File: config.mk
export PLATFORM = sky130hd
export DESIGN_NAME = jk_bank_controller_flat
export DESIGN_NICKNAME = d
export VERILOG_FILES = /design/src/rtl/jk_bank_controller_pkg.sv /design/src/rtl/jk_bank_controller_if.sv /design/src/rtl/jk_bank_controller_jk_cell.sv /design/src/rtl/jk_bank_controller.sv /design/src/flat_wrapper.sv
export SDC_FILE = /design/constraint.sdc
export NUM_CORES = 1
export LEC_CHECK = 0
export BUFFER_PORTS_ARGS = -buffer_cell sky130_fd_sc_hd__buf_2
export CAP_MARGIN = 20
export CORE_ASPECT_RATIO = 1.2
export CORE_MARGIN = 2
export CORE_UTILIZATION = 61
export CTS_BUF_LIST = sky130_fd_sc_hd__clkbuf_8
export CTS_CLUSTER_DIAMETER = 30
export CTS_CLUSTER_SIZE = 8
export DETAILED_ROUTE_END_ITERATION = 12
export PLACE_DENSITY = 0.95
export SETUP_SLACK_MARGIN = 0.02
export SYNTH_ARGS = -nofsm -noshare
export SYNTH_HDL_FRONTEND = slang
export SYNTH_SLANG_ARGS = --single-unit
File: constraint.sdc
create_clock -name Clk -period 2.8 [get_ports Clk]
set_input_delay 0.56 -clock Clk [delete_from_list [all_inputs] [get_ports Clk]]
set_output_delay 0.56 -clock Clk [all_outputs]
set_load 0.05 [all_outputs]
File: src/rtl/jk_bank_controller_pkg.sv
`default_nettype none
// ---------------------------------------------------------------------------
// jk_bank_controller_pkg : opcodes and FSM state encoding for the JK bank
// Revision: 1.0
// ---------------------------------------------------------------------------
package jk_bank_controller_pkg;

   localparam logic [2:0] OP_NOP      = 3'd0;
   localparam logic [2:0] OP_CLEAR    = 3'd1;
   localparam logic [2:0] OP_SET      = 3'd2;
   localparam logic [2:0] OP_TOGGLE   = 3'd3;
   localparam logic [2:0] OP_LOAD     = 3'd4;
   localparam logic [2:0] OP_COUNT_UP = 3'd5;
   localparam logic [2:0] OP_COUNT_DN = 3'd6;
   localparam logic [2:0] OP_RSVD     = 3'd7;

   typedef enum logic [1:0] {
      ST_IDLE  = 2'd0,
      ST_APPLY = 2'd1,
      ST_COUNT = 2'd2,
      ST_DONE  = 2'd3
   } state_t;

endpackage
`default_nettype wire

File: src/rtl/jk_bank_controller_if.sv
`default_nettype none
// ---------------------------------------------------------------------------
// jk_bank_controller_if : command handshake and bank observation signals
// Revision: 1.0
// ---------------------------------------------------------------------------
interface jk_bank_controller_if #(
   parameter int WIDTH = 4,
   parameter int CNT_W = 8
);
   logic             Cmd_valid;
   logic             Cmd_ready;
   logic [2:0]       Cmd_op;
   logic [WIDTH-1:0] Cmd_data;
   logic [CNT_W-1:0] Cmd_len;
   logic [WIDTH-1:0] Q;
   logic [WIDTH-1:0] J_bus;
   logic [WIDTH-1:0] K_bus;
   logic             Busy;
   logic             Done;

   modport master (
      output Cmd_valid, Cmd_op, Cmd_data, Cmd_len,
      input  Cmd_ready, Q, J_bus, K_bus, Busy, Done
   );

   modport slave (
      input  Cmd_valid, Cmd_op, Cmd_data, Cmd_len,
      output Cmd_ready, Q, J_bus, K_bus, Busy, Done
   );
endinterface
`default_nettype wire

File: src/rtl/jk_bank_controller_jk_cell.sv
`default_nettype none
// ---------------------------------------------------------------------------
// jk_cell : single JK flip-flop, synchronous active-low reset
// Revision: 1.0
// ---------------------------------------------------------------------------
module jk_cell (
   input  wire logic Clk,
   input  wire logic Reset,
   input  wire logic J,
   input  wire logic K,
   output logic      Q,
   output logic      Q_bar
);

   always_ff @(posedge Clk) begin
      if (!Reset) begin
         Q <= 1'b0;
      end else begin
         case ({J, K})
            2'b01:   Q <= 1'b0;
            2'b10:   Q <= 1'b1;
            2'b11:   Q <= ~Q;
            default: Q <= Q;
         endcase
      end
   end

   assign Q_bar = ~Q;

endmodule
`default_nettype wire

File: src/rtl/jk_bank_controller.sv
`default_nettype none
// ---------------------------------------------------------------------------
// jk_bank_controller : command sequencer driving the J/K inputs of a JK bank
// Revision: 1.0
// ---------------------------------------------------------------------------
module jk_bank_controller
   import jk_bank_controller_pkg::*;
#(
   parameter int WIDTH = 4,
   parameter int CNT_W = 8
) (
   input  wire logic      Clk,
   input  wire logic      Reset,
   jk_bank_controller_if.slave bus
);

   state_t           r_state;
   logic [2:0]       r_op;
   logic [WIDTH-1:0] r_data;
   logic [CNT_W-1:0] r_cnt;
   logic             r_done;

   logic [WIDTH-1:0] w_q;
   logic [WIDTH-1:0] w_q_bar;
   logic [WIDTH-1:0] w_t_up;
   logic [WIDTH-1:0] w_t_dn;
   logic [WIDTH-1:0] w_j;
   logic [WIDTH-1:0] w_k;

   // Bit i toggles when every lower bit is 1 (up) or every lower bit is 0 (down)
   for (genvar i = 0; i < WIDTH; i++) begin : g_tog
      if (i == 0) begin : g_lsb
         assign w_t_up[i] = 1'b1;
         assign w_t_dn[i] = 1'b1;
      end else begin : g_upper
         assign w_t_up[i] = &w_q[i-1:0];
         assign w_t_dn[i] = &w_q_bar[i-1:0];
      end
   end

   for (genvar i = 0; i < WIDTH; i++) begin : g_cell
      jk_cell u_cell (
         .Clk   (Clk),
         .Reset (Reset),
         .J     (w_j[i]),
         .K     (w_k[i]),
         .Q     (w_q[i]),
         .Q_bar (w_q_bar[i])
      );
   end

   always_comb begin
      w_j = '0;
      w_k = '0;
      case (r_state)
         ST_APPLY: begin
            case (r_op)
               OP_CLEAR:  w_k = r_data;
               OP_SET:    w_j = r_data;
               OP_TOGGLE: begin
                  w_j = r_data;
                  w_k = r_data;
               end
               OP_LOAD: begin
                  w_j = r_data;
                  w_k = ~r_data;
               end
               default: ;
            endcase
         end
         ST_COUNT: begin
            w_j = (r_op == OP_COUNT_DN) ? w_t_dn : w_t_up;
            w_k = (r_op == OP_COUNT_DN) ? w_t_dn : w_t_up;
         end
         default: ;
      endcase
   end

   always_ff @(posedge Clk) begin
      if (!Reset) begin
         r_state <= ST_IDLE;
         r_op    <= OP_NOP;
         r_data  <= '0;
         r_cnt   <= '0;
         r_done  <= 1'b0;
      end else begin
         r_done <= 1'b0;
         case (r_state)
            ST_IDLE: begin
               if (bus.Cmd_valid) begin
                  r_op   <= bus.Cmd_op;
                  r_data <= bus.Cmd_data;
                  r_cnt  <= bus.Cmd_len;
                  case (bus.Cmd_op)
                     OP_CLEAR, OP_SET, OP_TOGGLE, OP_LOAD: r_state <= ST_APPLY;
                     OP_COUNT_UP, OP_COUNT_DN: begin
                        if (bus.Cmd_len != '0) begin
                           r_state <= ST_COUNT;
                        end else begin
                           r_state <= ST_DONE;
                           r_done  <= 1'b1;
                        end
                     end
                     OP_NOP, OP_RSVD: begin
                        r_state <= ST_DONE;
                        r_done  <= 1'b1;
                     end
                     default: r_state <= ST_IDLE;
                  endcase
               end
            end
            ST_APPLY: begin
               r_state <= ST_DONE;
               r_done  <= 1'b1;
            end
            ST_COUNT: begin
               r_cnt <= r_cnt - CNT_W'(1);
               if (r_cnt == CNT_W'(1)) begin
                  r_state <= ST_DONE;
                  r_done  <= 1'b1;
               end
            end
            ST_DONE:  r_state <= ST_IDLE;
            default:  r_state <= ST_IDLE;
         endcase
      end
   end

   assign bus.Cmd_ready = (r_state == ST_IDLE);
   assign bus.Busy      = (r_state != ST_IDLE);
   assign bus.Done      = r_done;
   assign bus.Q         = w_q;
   assign bus.J_bus     = w_j;
   assign bus.K_bus     = w_k;

endmodule
`default_nettype wire
File: src/flat_wrapper.sv
// flat-port wrapper written by rule: the top's interface ports become plain ports
module jk_bank_controller_flat import jk_bank_controller_pkg::*;
#(
   parameter int WIDTH = 4,
   parameter int CNT_W = 8
)
  (Clk, Reset, bus_Cmd_valid, bus_Cmd_op, bus_Cmd_data, bus_Cmd_len, bus_Cmd_ready, bus_Q, bus_J_bus, bus_K_bus, bus_Busy, bus_Done);
  jk_bank_controller_if #(.WIDTH(WIDTH), .CNT_W(CNT_W)) bus_i ();
  input  wire logic Clk;
  input  wire logic Reset;
  input wire logic [$bits(bus_i.Cmd_valid)-1:0] bus_Cmd_valid;
  input wire logic [$bits(bus_i.Cmd_op)-1:0] bus_Cmd_op;
  input wire logic [$bits(bus_i.Cmd_data)-1:0] bus_Cmd_data;
  input wire logic [$bits(bus_i.Cmd_len)-1:0] bus_Cmd_len;
  output wire logic [$bits(bus_i.Cmd_ready)-1:0] bus_Cmd_ready;
  output wire logic [$bits(bus_i.Q)-1:0] bus_Q;
  output wire logic [$bits(bus_i.J_bus)-1:0] bus_J_bus;
  output wire logic [$bits(bus_i.K_bus)-1:0] bus_K_bus;
  output wire logic [$bits(bus_i.Busy)-1:0] bus_Busy;
  output wire logic [$bits(bus_i.Done)-1:0] bus_Done;
  assign bus_i.Cmd_valid = bus_Cmd_valid;
  assign bus_i.Cmd_op = bus_Cmd_op;
  assign bus_i.Cmd_data = bus_Cmd_data;
  assign bus_i.Cmd_len = bus_Cmd_len;
  assign bus_Cmd_ready = bus_i.Cmd_ready;
  assign bus_Q = bus_i.Q;
  assign bus_J_bus = bus_i.J_bus;
  assign bus_K_bus = bus_i.K_bus;
  assign bus_Busy = bus_i.Busy;
  assign bus_Done = bus_i.Done;
  jk_bank_controller #(.WIDTH(WIDTH), .CNT_W(CNT_W)) u_core (.Clk(Clk), .Reset(Reset), .bus(bus_i));
endmodule
==> results of run 1 <==
-- power by group --
group          total [µW]  internal, µW  switching [µW]
logic                 970           352             618
registers             499           394             105
clock network         306           191             115
-- cells in the mapped netlist (2+ instances only) --
cell type	n	area share
o21ai_0	4	0.013
a211oi_1	4	0.019
clkbuf_1	4	0.0095
a21oi_1	13	0.041
nor2_1	22	0.052
buf_2	3	0.0095
buf_4	14	0.067
a41oi_1	3	0.017
nand2b_1	2	0.0079
a21boi_0	3	0.014
mux2i_1	6	0.038
nor3_1	2	0.0063
a31oi_1	3	0.012
ha_1	7	0.056
nand3b_1	4	0.019
inv_1	8	0.019
nand2_1	23	0.055
o221a_2	7	0.050
o22ai_1	3	0.012
nand3_1	4	0.013
and3b_1	2	0.011
dfxtp_1	22	0.28
nor4_1	3	0.012
nor2b_1	6	0.024
o21a_1	3	0.014
-- final timing paths --
path,start,to,slack [ps],depth (start not counted)
max reg2reg,u_core.r_state[0],u_core.r_cnt[7],700,7
min reg2reg,u_core.r_data[3],u_core.r_data[3],500,2
max,u_core.r_state[1],bus_K_bus[2],80,6
min,u_core.r_data[3],u_core.r_data[3],500,2
-- critical path: stages (launching register included) --
cell	delay (ps)
dfxtp_1	440
ha_2	320
or3b_2	460
mux2i_1	220
nor2_1	100
nor2b_1	110
clkbuf_4	230
-- state kept, by name, indices dropped and copies added, names as in the netlist --
name,count
u_core.r_data,4
u_core.g_cell.u_cell.Q,4
u_core.bus.Done,1
u_core.r_state,2
u_core.r_cnt,8
u_core.r_op,3
-- through the flow --
stage	std cells	setup slack [ps]	hold slack [ps]	utilization
6_report	247	84.06	496.7	0.6920
5_1_grt	247	31.45	523.8	0.6920
4_1_cts	247	24.72	494.1	0.6870
3_5_place_dp	243	312.9	473.5	0.6585
3_3_place_gp	243	425.1	468.9	0.6585
2_1_floorplan	198	698.6	458.8	-
-- cells by family after synthesis --
family	synth area share
XOR/XNOR	0.005552
buffers and inverters	0.1118
adder cells (fa/ha/maj)	0.05551
multiplexers	0.03807
flip-flops	0.2791
AND/OR/NAND/NOR	0.2466
AO/OA/AOI/OAI	0.2633
-- layout by cell type (no fill, tap or decap), types with 5 or more instances in the layout --
cell / netlist / final
dfxtp_1: 22 / 22
buf_2: 3 / 29
nor2b_1: 6 / 6
a21oi_1: 13 / 13
nand2_1: 23 / 23
o221a_2: 7 / 7
inv_1: 8 / 8
nor2_1: 22 / 22
ha_1: 7 / 5
mux2i_1: 6 / 6
-- per-layer routing --
| metal | share of wire | global-route usage | wire length [µm] |
|---|---|---|---|
| met1 | 0.42 | 0.3105 | 1628 |
| met2 | 0.50 | 0.4812 | 1933 |
| met3 | 0.061 | 0.04250 | 236 |
| met4 | 0.025 | 0.1351 | 98 |
| met5 | 0 | 0 | 0 |
-- final cells by class --
type | count | area, µm²
fillers | 212 | 770.7
multi-input cells | 146 | 965.9
clock buffers | 3 | 41.29
flip-flops and latches | 22 | 440.4
repair buffers | 34 | 182.7
clock inverters | 1 | 30.03
well taps | 33 | 41.29
inverters | 8 | 30.03
==> summary.txt, run 1 <==
Floorplanning
  – Die Wd: 50.43 µm
  – Die footprint: 3011 µm²
  – Core area: 2502 µm²
  – IO Count: 33
  – Std cell rows: 20
  – DIE HEIGHT: 59.71 µm
  – Initial Util: 0.6305

Logic synthesis
  – Cells after Synth: 198
  – Sequential fraction of the synthesis area: 0.2791
  – Post-synth ARST share: 0
  – #FFs+latches synth: 22
  – Syn. warnings: 0
  – Mean Syn Cell Area: 7.969 µm²
  – Count of cell types in the netlist: 48
  – Synth Flop Type: dfxtp_1
  – Syn Std Cell Area: 1578 µm²
  – Syn nets: 223
  – EDFF count, synth: 0

Pwr
  – Leakage: 0.0007116 µW
  – Peak VDD IR: 513.4 µV
  – Total power draw: 1774 µW
  – Power per Cell Area: 1024 nW/µm²

Layout
  – # diodes: 0
  – Final net count: 240
  – Area Overhead vs Synth: 9.754%
  – Ratio of cells with drive above 1 in the final layout: 0.2430
  – Design area: 1732 µm²

Timing
  – Relative slew margins: 0.5736
  – RSZ-0062 raised after global routing: no
  – Clock skew: 7.201 ps
  – Final Cycle Share: 0.9700
  – Period minus WS final: 2716 ps
  – Post-route setup TNS: 0 ps
  – F_max: 0.3682 GHz
  – Worst-Margin Slew: 634.7 ps
  – Final hold vios: 0
  – Setup-failing EPs final: 0
  – Slew Limit Fails: 0

Worst setup path
  – Crit-path max FO: 10
  – Critical path type: reg -> out
  – Worst endpoint required time: 2240 ps
  – CP Launch Type: flip-flop
  – Crit path capture type: output port
  – Crit path DAT: 2160 ps

Detailed routing
  – Routed WL: 3896 µm
  – Routed len/inst: 15.77 µm
  – Via count: 1521
  – DRT iter0 DRCs: 104
  – First-pass DRT Iterations: 4
  – Post-route ant nets: 0
  – Vias/cell: 6.158
  – Residual DRC: 0

Placement
  – I/O Buffers: 32
  – Placer Congestion: 0.8960
  – Dpl cell area: 1648 µm²
  – Hpwl dp: 2586 µm

CTS
  – H-tree Lvls: 1
  – Clk Latency, worst-skew pair: 270 ps
  – Post-CTS sizing: 0
  – Clock buffer depth: 2
  – TritonCTS Buffers: 3
  – Root buf cell: clkbuf_8
  – Clock sink count: 22
  – CTS clk-pin slew, worst paths: 90 ps
  – CTS tree: built
  – Hold Buf Count CTS: 0
  – Postcts setup bufs: 0

Global routing
  – Largest net degree at the start of global routing: 22
  – Vias in the first global route: 1414
  – Initial antenna violation count: 0
  – First-pass GRT wire length: 6189 µm
  – Global route overflow: 0
  – Global Route Usage Sum: 0.2688

Outcome
  – Outcome: complete, no violations

Worst hold path
  – Path category of the worst min-delay check: reg -> reg

Job
  – Max Cap Viol: 0
(Power assumes the default switching activity.)
==> run 2: changes to the inputs <==
ABC_AREA = 1   (was default)
CORE_MARGIN = 4   (was 2)
==> summary.txt, run 2 <==
CTS
  – H-tree Lvls: 1 (unchanged)
  – Root buf cell: clkbuf_8
  – Post-CTS sizing: 0 (unchanged)
  – CTS clk-pin slew, worst paths: 90 ps (about the same)
  – Clock buffer depth: 2 (unchanged)
  – Postcts setup bufs: 0 (unchanged)
  – TritonCTS Buffers: 3 (unchanged)
  – Clk Latency, worst-skew pair: 270 ps (about the same)
  – Clock sink count: 22 (unchanged)
  – Hold Buf Count CTS: 0 (unchanged)
  – CTS tree: built

Global routing
  – Global Route Usage Sum: 0.2370 (-0.03180)
  – Global route overflow: 0 (unchanged)
  – Largest net degree at the start of global routing: 18 (-18%)
  – Vias in the first global route: 1567 (+11%)
  – First-pass GRT wire length: 6389 µm (+3.2%)
  – Initial antenna violation count: 0 (unchanged)

Worst setup path
  – Critical path type: reg -> out
  – Crit-path max FO: 9 (-1)
  – Worst endpoint required time: 2240 ps (about the same)
  – R2r setup slk: 820 ps (+120 ps)
  – R2R depth: 7 (unchanged)
  – Crit path DAT: 1850 ps (-310 ps)
  – CP Launch Type: flip-flop
  – Crit path capture type: output port

Timing
  – Setup-failing EPs final: 0 (unchanged)
  – RSZ-0062 raised after global routing: no
  – Clock skew: 1.435 ps (-5.766 ps)
  – Final Cycle Share: 0.8596 (-0.1103)
  – Slew Limit Fails: 0 (unchanged)
  – Worst-Margin Slew: 498.5 ps (-136.2 ps)
  – F_max: 0.4155 GHz (+13%)
  – WHS: 487.0 ps (-9.726 ps)
  – Final hold vios: 0 (unchanged)
  – Period minus WS final: 2407 ps (-308.9 ps)
  – Worst Setup Slack, final: 393.0 ps (+308.9 ps)
  – Relative slew margins: 0.6668 (+0.09325)
  – Post-route setup TNS: 0 ps (unchanged)

Detailed routing
  – Routed WL: 3850 µm (-1.2%)
  – Routed len/inst: 12.54 µm (-20%)
  – Post-route ant nets: 0 (unchanged)
  – Residual DRC: 0 (unchanged)
  – DRT iter0 DRCs: 88 (-15%)
  – Vias/cell: 5.492 (-11%)
  – First-pass DRT Iterations: 4 (unchanged)
  – Via count: 1686 (+11%)

Pwr
  – Peak VDD IR: 977.4 µV (+90%)
  – Leakage: 0.0009367 µW (+32%)
  – Power per Cell Area: 1078 nW/µm² (+5.2%)
  – Switching part of the total: 0.5153 (+0.04320)
  – Net Sw Power: 961.2 µW (+15%)
  – Cell-internal power: 904.0 µW (-3.5%)
  – Reg power frac: 0.261 (-0.020)
  – Logic gate share of total power: 0.573 (+0.026)
  – Clock power share: 0.166 (-0.006)

Placement
  – Pre-CTS setup slack: 744.2 ps (+431.3 ps)
  – I/O Buffers: 32 (unchanged)
  – Placer Congestion: 0.8741 (-2.4%)
  – Hpwl dp: 2777 µm (+7.4%)
  – Dpl cell area: 1659 µm² (+0.68%)

Layout
  – Largest Register: u_core.r_cnt
  – Final net count: 302 (+26%)
  – Design area: 1730 µm² (about the same)
  – Final Util: 0.7279 (+0.03590)
  – Area of the multi-input gates: 892.1 µm² (-7.6%)
  – Ratio of cells with drive above 1 in the final layout: 0.1667 (-0.07632)
  – Largest registers: u_core.r_cnt (8), u_core.g_cell.u_cell.Q (4), u_core.r_data (4)
  – Commonest non-fill, non-tap cell in the layout: nand2_1
  – Area Overhead vs Synth: 9.415%
  – Largest register FFs: 8 (unchanged)
  – Most frequent cells in the layout: 68 x nand2_1, 32 x buf_2, 31 x inv_1, 31 x nor2_1, 25 x a21oi_1
  – # diodes: 0 (unchanged)
  – Fillers: 210 (-0.94%)
  – Register Area: 440.4 µm² (unchanged)

Logic synthesis
  – Cells after Synth: 258 (+30%)
  – Syn. warnings: 0 (unchanged)
  – #FFs+latches synth: 22 (unchanged)
  – Post-synth ARST share: 0 (unchanged)
  – Count of cell types in the netlist: 24 (-50%)
  – Synth Flop Type: dfxtp_1
  – Syn nets: 283 (+27%)
  – Synth top area share: 0.2785 (-0.0006625)
  – Syn Std Cell Area: 1582 µm² (+0.24%)
  – Dominant cell type by area after synthesis: dfxtp_1
  – Synth cell count leaders: 68 x nand2_1, 31 x inv_1, 31 x nor2_1
  – Sequential fraction of the synthesis area: 0.2785 (-0.0006625)
  – Mean Syn Cell Area: 6.130 µm² (-23%)
  – EDFF count, synth: 0 (unchanged)
  – Top-count cell post-synth: nand2_1
  – Top cells by area, synth: dfxtp_1 28%, nand2_1 16%, a21oi_1 7.9%

Floorplanning
  – DIE HEIGHT: 63.78 µm (+6.8%)
  – Std cell rows: 19 (-5.0%)
  – Die footprint: 3474 µm² (+15%)
  – Die Wd: 54.48 µm (+8.0%)
  – IO Count: 33 (unchanged)
  – Initial Util: 0.6653 (+0.03476)
  – Core area: 2377 µm² (-5.0%)

Worst hold path
  – Hold depth: 2 (unchanged)
  – Path category of the worst min-delay check: reg -> reg

Job
  – Max Cap Viol: 0 (unchanged)

Outcome
  – Outcome: complete, no violations
## run 2: changes by cell type in the layout (fill, tap and decap cells not counted), sizes merged, moves of 7 or more
cell   delta
o21ai    +19
a21oi    +13
nor2      +9
nand3    +16
o221a     -7
inv      +24
nand2    +45
## run 2: path summary, 6_finish.rpt
path | to | startpoint
max | bus_K_bus[1] | u_core.r_state[1]
min | u_core.r_cnt[7] | u_core.r_cnt[7]
max reg2reg | u_core.r_cnt[4] | u_core.r_state[1]
min reg2reg | u_core.r_cnt[7] | u_core.r_cnt[7]
## run 2: cells by family after synthesis
group | after synthesis | synth area share
flip-flops | 22 | 0.2785
buffers and inverters | 51 | 0.1574
AND/OR/NAND/NOR | 125 | 0.3283
AO/OA/AOI/OAI | 53 | 0.1804
adder cells (fa/ha/maj) | 7 | 0.05538
## run 2: routing by layer
layer | up-vias | GRT usage | wire (µm)
li1 | 851 | - | -
met1 | 746 | 0.2951 | 1581
met2 | 80 | 0.3967 | 1887
met3 | 9 | 0.03721 | 310
met4 | 0 | 0.09034 | 70
met5 | - | 0 | 0
## run 2: power groups by stage
stage / registers [µW] / clock network (µW) / logic, µW
2_1_floorplan: 484 / 0 / 882
3_3_place_gp: 483 / 0 / 1010
3_5_place_dp: 488 / 0 / 1040
4_1_cts: 482 / 303 / 1060
5_1_grt: 498 / 321 / 1180
6_report: 487 / 310 / 1070
## run 2: through the flow
step	power (µW)	instances
after floorplan	1366	258
after global placement	1493	303
after detailed placement	1528	303
after CTS	1842	307
after global routing	2004	307
final	1865	307
## run 2: cell type report
class / instances / area share
clock buffers: 3 / 0.02386
clock inverters: 1 / 0.01735
inverters: 32 / 0.06941
multi-input cells: 185 / 0.5155
flip-flops and latches: 22 / 0.2545
well taps: 31 / 0.02242
repair buffers: 33 / 0.09689
## run 2: worst max-delay path, cell delays in order (launching register included)
cell	delay [ps]
dfxtp_1	380
inv_1	110
ha_1	450
inv_1	170
a21oi_1	180
buf_2	290
==> run 3: changes to the inputs <==
CORE_MARGIN = 2   (was 4)
==> summary.txt, run 3 (synthesis gave the netlist of run 2 again) <==
Timing
  – Final hold vios: 0 (unchanged)
  – Worst Setup Slack, final: 269.1 ps (-123.9 ps)
  – Slew Limit Fails: 0 (unchanged)
  – Setup-failing EPs final: 0 (unchanged)
  – RSZ-0062 raised after global routing: no
  – Post-route setup TNS: 0 ps (unchanged)
  – Clock skew: 1.543 ps (+0.1080 ps)
  – Relative slew margins: 0.6418 (-0.02505)
  – F_max: 0.3951 GHz (-4.9%)
  – Final Cycle Share: 0.9039 (+0.04424)
  – Worst-Margin Slew: 537.3 ps (+38.78 ps)
  – Period minus WS final: 2531 ps (+123.9 ps)

Layout
  – Ratio of cells with drive above 1 in the final layout: 0.1636 (-0.003030)
  – Fillers: 250 (+19%)
  – Largest register FFs: 8 (unchanged)
  – Commonest non-fill, non-tap cell in the layout: nand2_1
  – Largest Register: u_core.r_cnt
  – Final net count: 301 (-0.33%)
  – Most frequent cells in the layout: 68 x nand2_1, 32 x buf_2, 31 x inv_1, 31 x nor2_1, 25 x a21oi_1
  – Area Overhead vs Synth: 8.070%
  – Largest registers: u_core.r_cnt (8), u_core.g_cell.u_cell.Q (4), u_core.r_data (4)
  – # diodes: 0 (unchanged)
  – Final Util: 0.6830 (-0.04489)

Detailed routing
  – DRT iter0 DRCs: 58 (-34%)
  – Routed WL: 3528 µm (-8.4%)
  – Via count: 1652 (-2.0%)
  – Routed len/inst: 11.45 µm (-8.7%)
  – Residual DRC: 0 (unchanged)
  – Post-route ant nets: 0 (unchanged)
  – First-pass DRT Iterations: 7 (+3)
  – Vias/cell: 5.364 (-2.3%)

Worst setup path
  – Worst endpoint required time: 2240 ps (about the same)
  – Crit. Startpoint: u_core.r_state[0]
  – Top Family by Delay on Critical Path: adder cells
  – Largest stage delay, worst path: 520 ps (+70 ps)
  – R2R depth: 7 (unchanged)
  – Crit path buf inv count: 2 (-1)
  – CP cell instances: inv_1 -> ha_1 -> nand3_1 -> a21oi_1 -> buf_2
  – Crit-path max FO: 16 (+7)
  – Critical Path End: bus_K_bus[3]
  – Critical path type: reg -> out
  – Slowest stage cell, crit path: ha_1
  – Worst R2R Start: u_core.r_state[0]
  – Crit path capture type: output port
  – WP depth: 5 (unchanged)
  – R2r setup slk: 560 ps (-260 ps)
  – R2R Path End: u_core.r_cnt[4]
  – CP Launch Type: flip-flop
  – Crit path DAT: 1970 ps (+120 ps)

Placement
  – I/O Buffers: 32 (unchanged)
  – Placer Congestion: 0.9087 (+4.0%)
  – Pre-CTS setup slack: 597.5 ps (-146.7 ps)
  – Hpwl dp: 2721 µm (-2.0%)

CTS
  – Hold Buf Count CTS: 0 (unchanged)
  – CTS tree: built
  – Clock buffer depth: 2 (unchanged)
  – TritonCTS Buffers: 3 (unchanged)
  – Clk Latency, worst-skew pair: 260 ps (about the same)
  – Post-CTS sizing: 0 (unchanged)
  – H-tree Lvls: 1 (unchanged)
  – Root buf cell: clkbuf_8
  – CTS clk-pin slew, worst paths: 80 ps (about the same)
  – Clock sink count: 22 (unchanged)
  – Postcts setup bufs: 0 (unchanged)

Floorplanning
  – IO Count: 33 (unchanged)
  – Initial Util: 0.6320 (-0.03326)
  – Core area: 2502 µm² (+5.3%)
  – Std cell rows: 20 (+1)
  – Die Wd: 50.48 µm (-7.3%)
  – DIE HEIGHT: 59.78 µm (-6.3%)
  – Die footprint: 3017 µm² (-13%)

Global routing
  – Global route overflow: 0 (unchanged)
  – Largest net degree at the start of global routing: 18 (unchanged)
  – Initial antenna violation count: 0 (unchanged)
  – Global Route Usage Sum: 0.2530 (+0.01602)
  – Vias in the first global route: 1374 (-12%)
  – First-pass GRT wire length: 5789 µm (-9.4%)

Job
  – Max Cap Viol: 0 (unchanged)

Worst hold path
  – Path category of the worst min-delay check: reg -> reg
  – Hold depth: 2 (unchanged)

Pwr
  – Cell-internal power: 831.0 µW (-8.1%)
  – Clock power share: 0.129 (-0.037)
  – Switching part of the total: 0.5251 (+0.009774)
  – Logic gate share of total power: 0.595 (+0.022)
  – Total power draw: 1750 µW (-6.2%)
  – Leakage: 0.0009245 µW (-1.3%)
  – Net Sw Power: 918.8 µW (-4.4%)
  – Peak VDD IR: 832.1 µV (-15%)
  – Reg power frac: 0.276 (+0.015)
  – Power per Cell Area: 1024 nW/µm² (-5.0%)

Outcome
  – Outcome: complete, no violations
==> run 3: cell types whose count changed in the layout (fill, tap and decap cells not counted) <==
cell	before	now
clkbuf_8	3	4
buf_4	1	0
bufinv_16	1	0
==> run 3: per-layer routing <==
layer  wire length, µm  GRT usage
met5                 0          0
met4                57    0.09266
met3               176    0.03250
met2              1885     0.4887
met1              1408     0.2811
==> run 3: worst min-delay path by stage <==
| stage | start | to | slack (ps) |
|---|---|---|---|
| after global routing | u_core.r_data[3] | u_core.r_data[3] | 520 |
| after floorplan | u_core.r_cnt[7] | u_core.r_cnt[7] | 440 |
| after global placement | u_core.r_cnt[7] | u_core.r_cnt[7] | 470 |
| after detailed placement | u_core.r_cnt[7] | u_core.r_cnt[7] | 470 |
| after CTS | u_core.r_cnt[7] | u_core.r_cnt[7] | 480 |
| final | u_core.r_cnt[7] | u_core.r_cnt[7] | 490 |
==> run 3: through the flow <==
step | cells | hold slack (ps) | area [µm²]
after global placement | 304 | 465.6 | 1654
after floorplan | 258 | 443.7 | 1582
after detailed placement | 304 | 474.2 | 1654
after CTS | 308 | 483.9 | 1709
after global routing | 308 | 516.3 | 1709
final | 308 | 486.9 | 1709
==> run 3: power groups by stage <==
| stage | Sequential [µW] | Clock [µW] | Combinational [µW] |
|---|---|---|---|
| after detailed placement | 487 | 0 | 1030 |
| after global placement | 485 | 0 | 1000 |
| final | 483 | 225 | 1040 |
| after CTS | 481 | 231 | 1040 |
| after global routing | 496 | 247 | 1180 |
| after floorplan | 484 | 0 | 882 |
==> run 3: tightest hold or removal path, cell delays in order, from the launching register on <==
cell and delay, ps:
dfxtp_1 320, nand2_1 70, a21oi_1 50
==> run 3: cell type report <==
cell class,count,area [µm²],area share
inverters,32,120.1,0.07028
flip-flops and latches,22,440.4,0.2577
repair buffers,32,160.2,0.09370
multi-input cells,185,892.1,0.5220
well taps,33,41.29,0.02416
clock buffers,4,55.05,0.03221
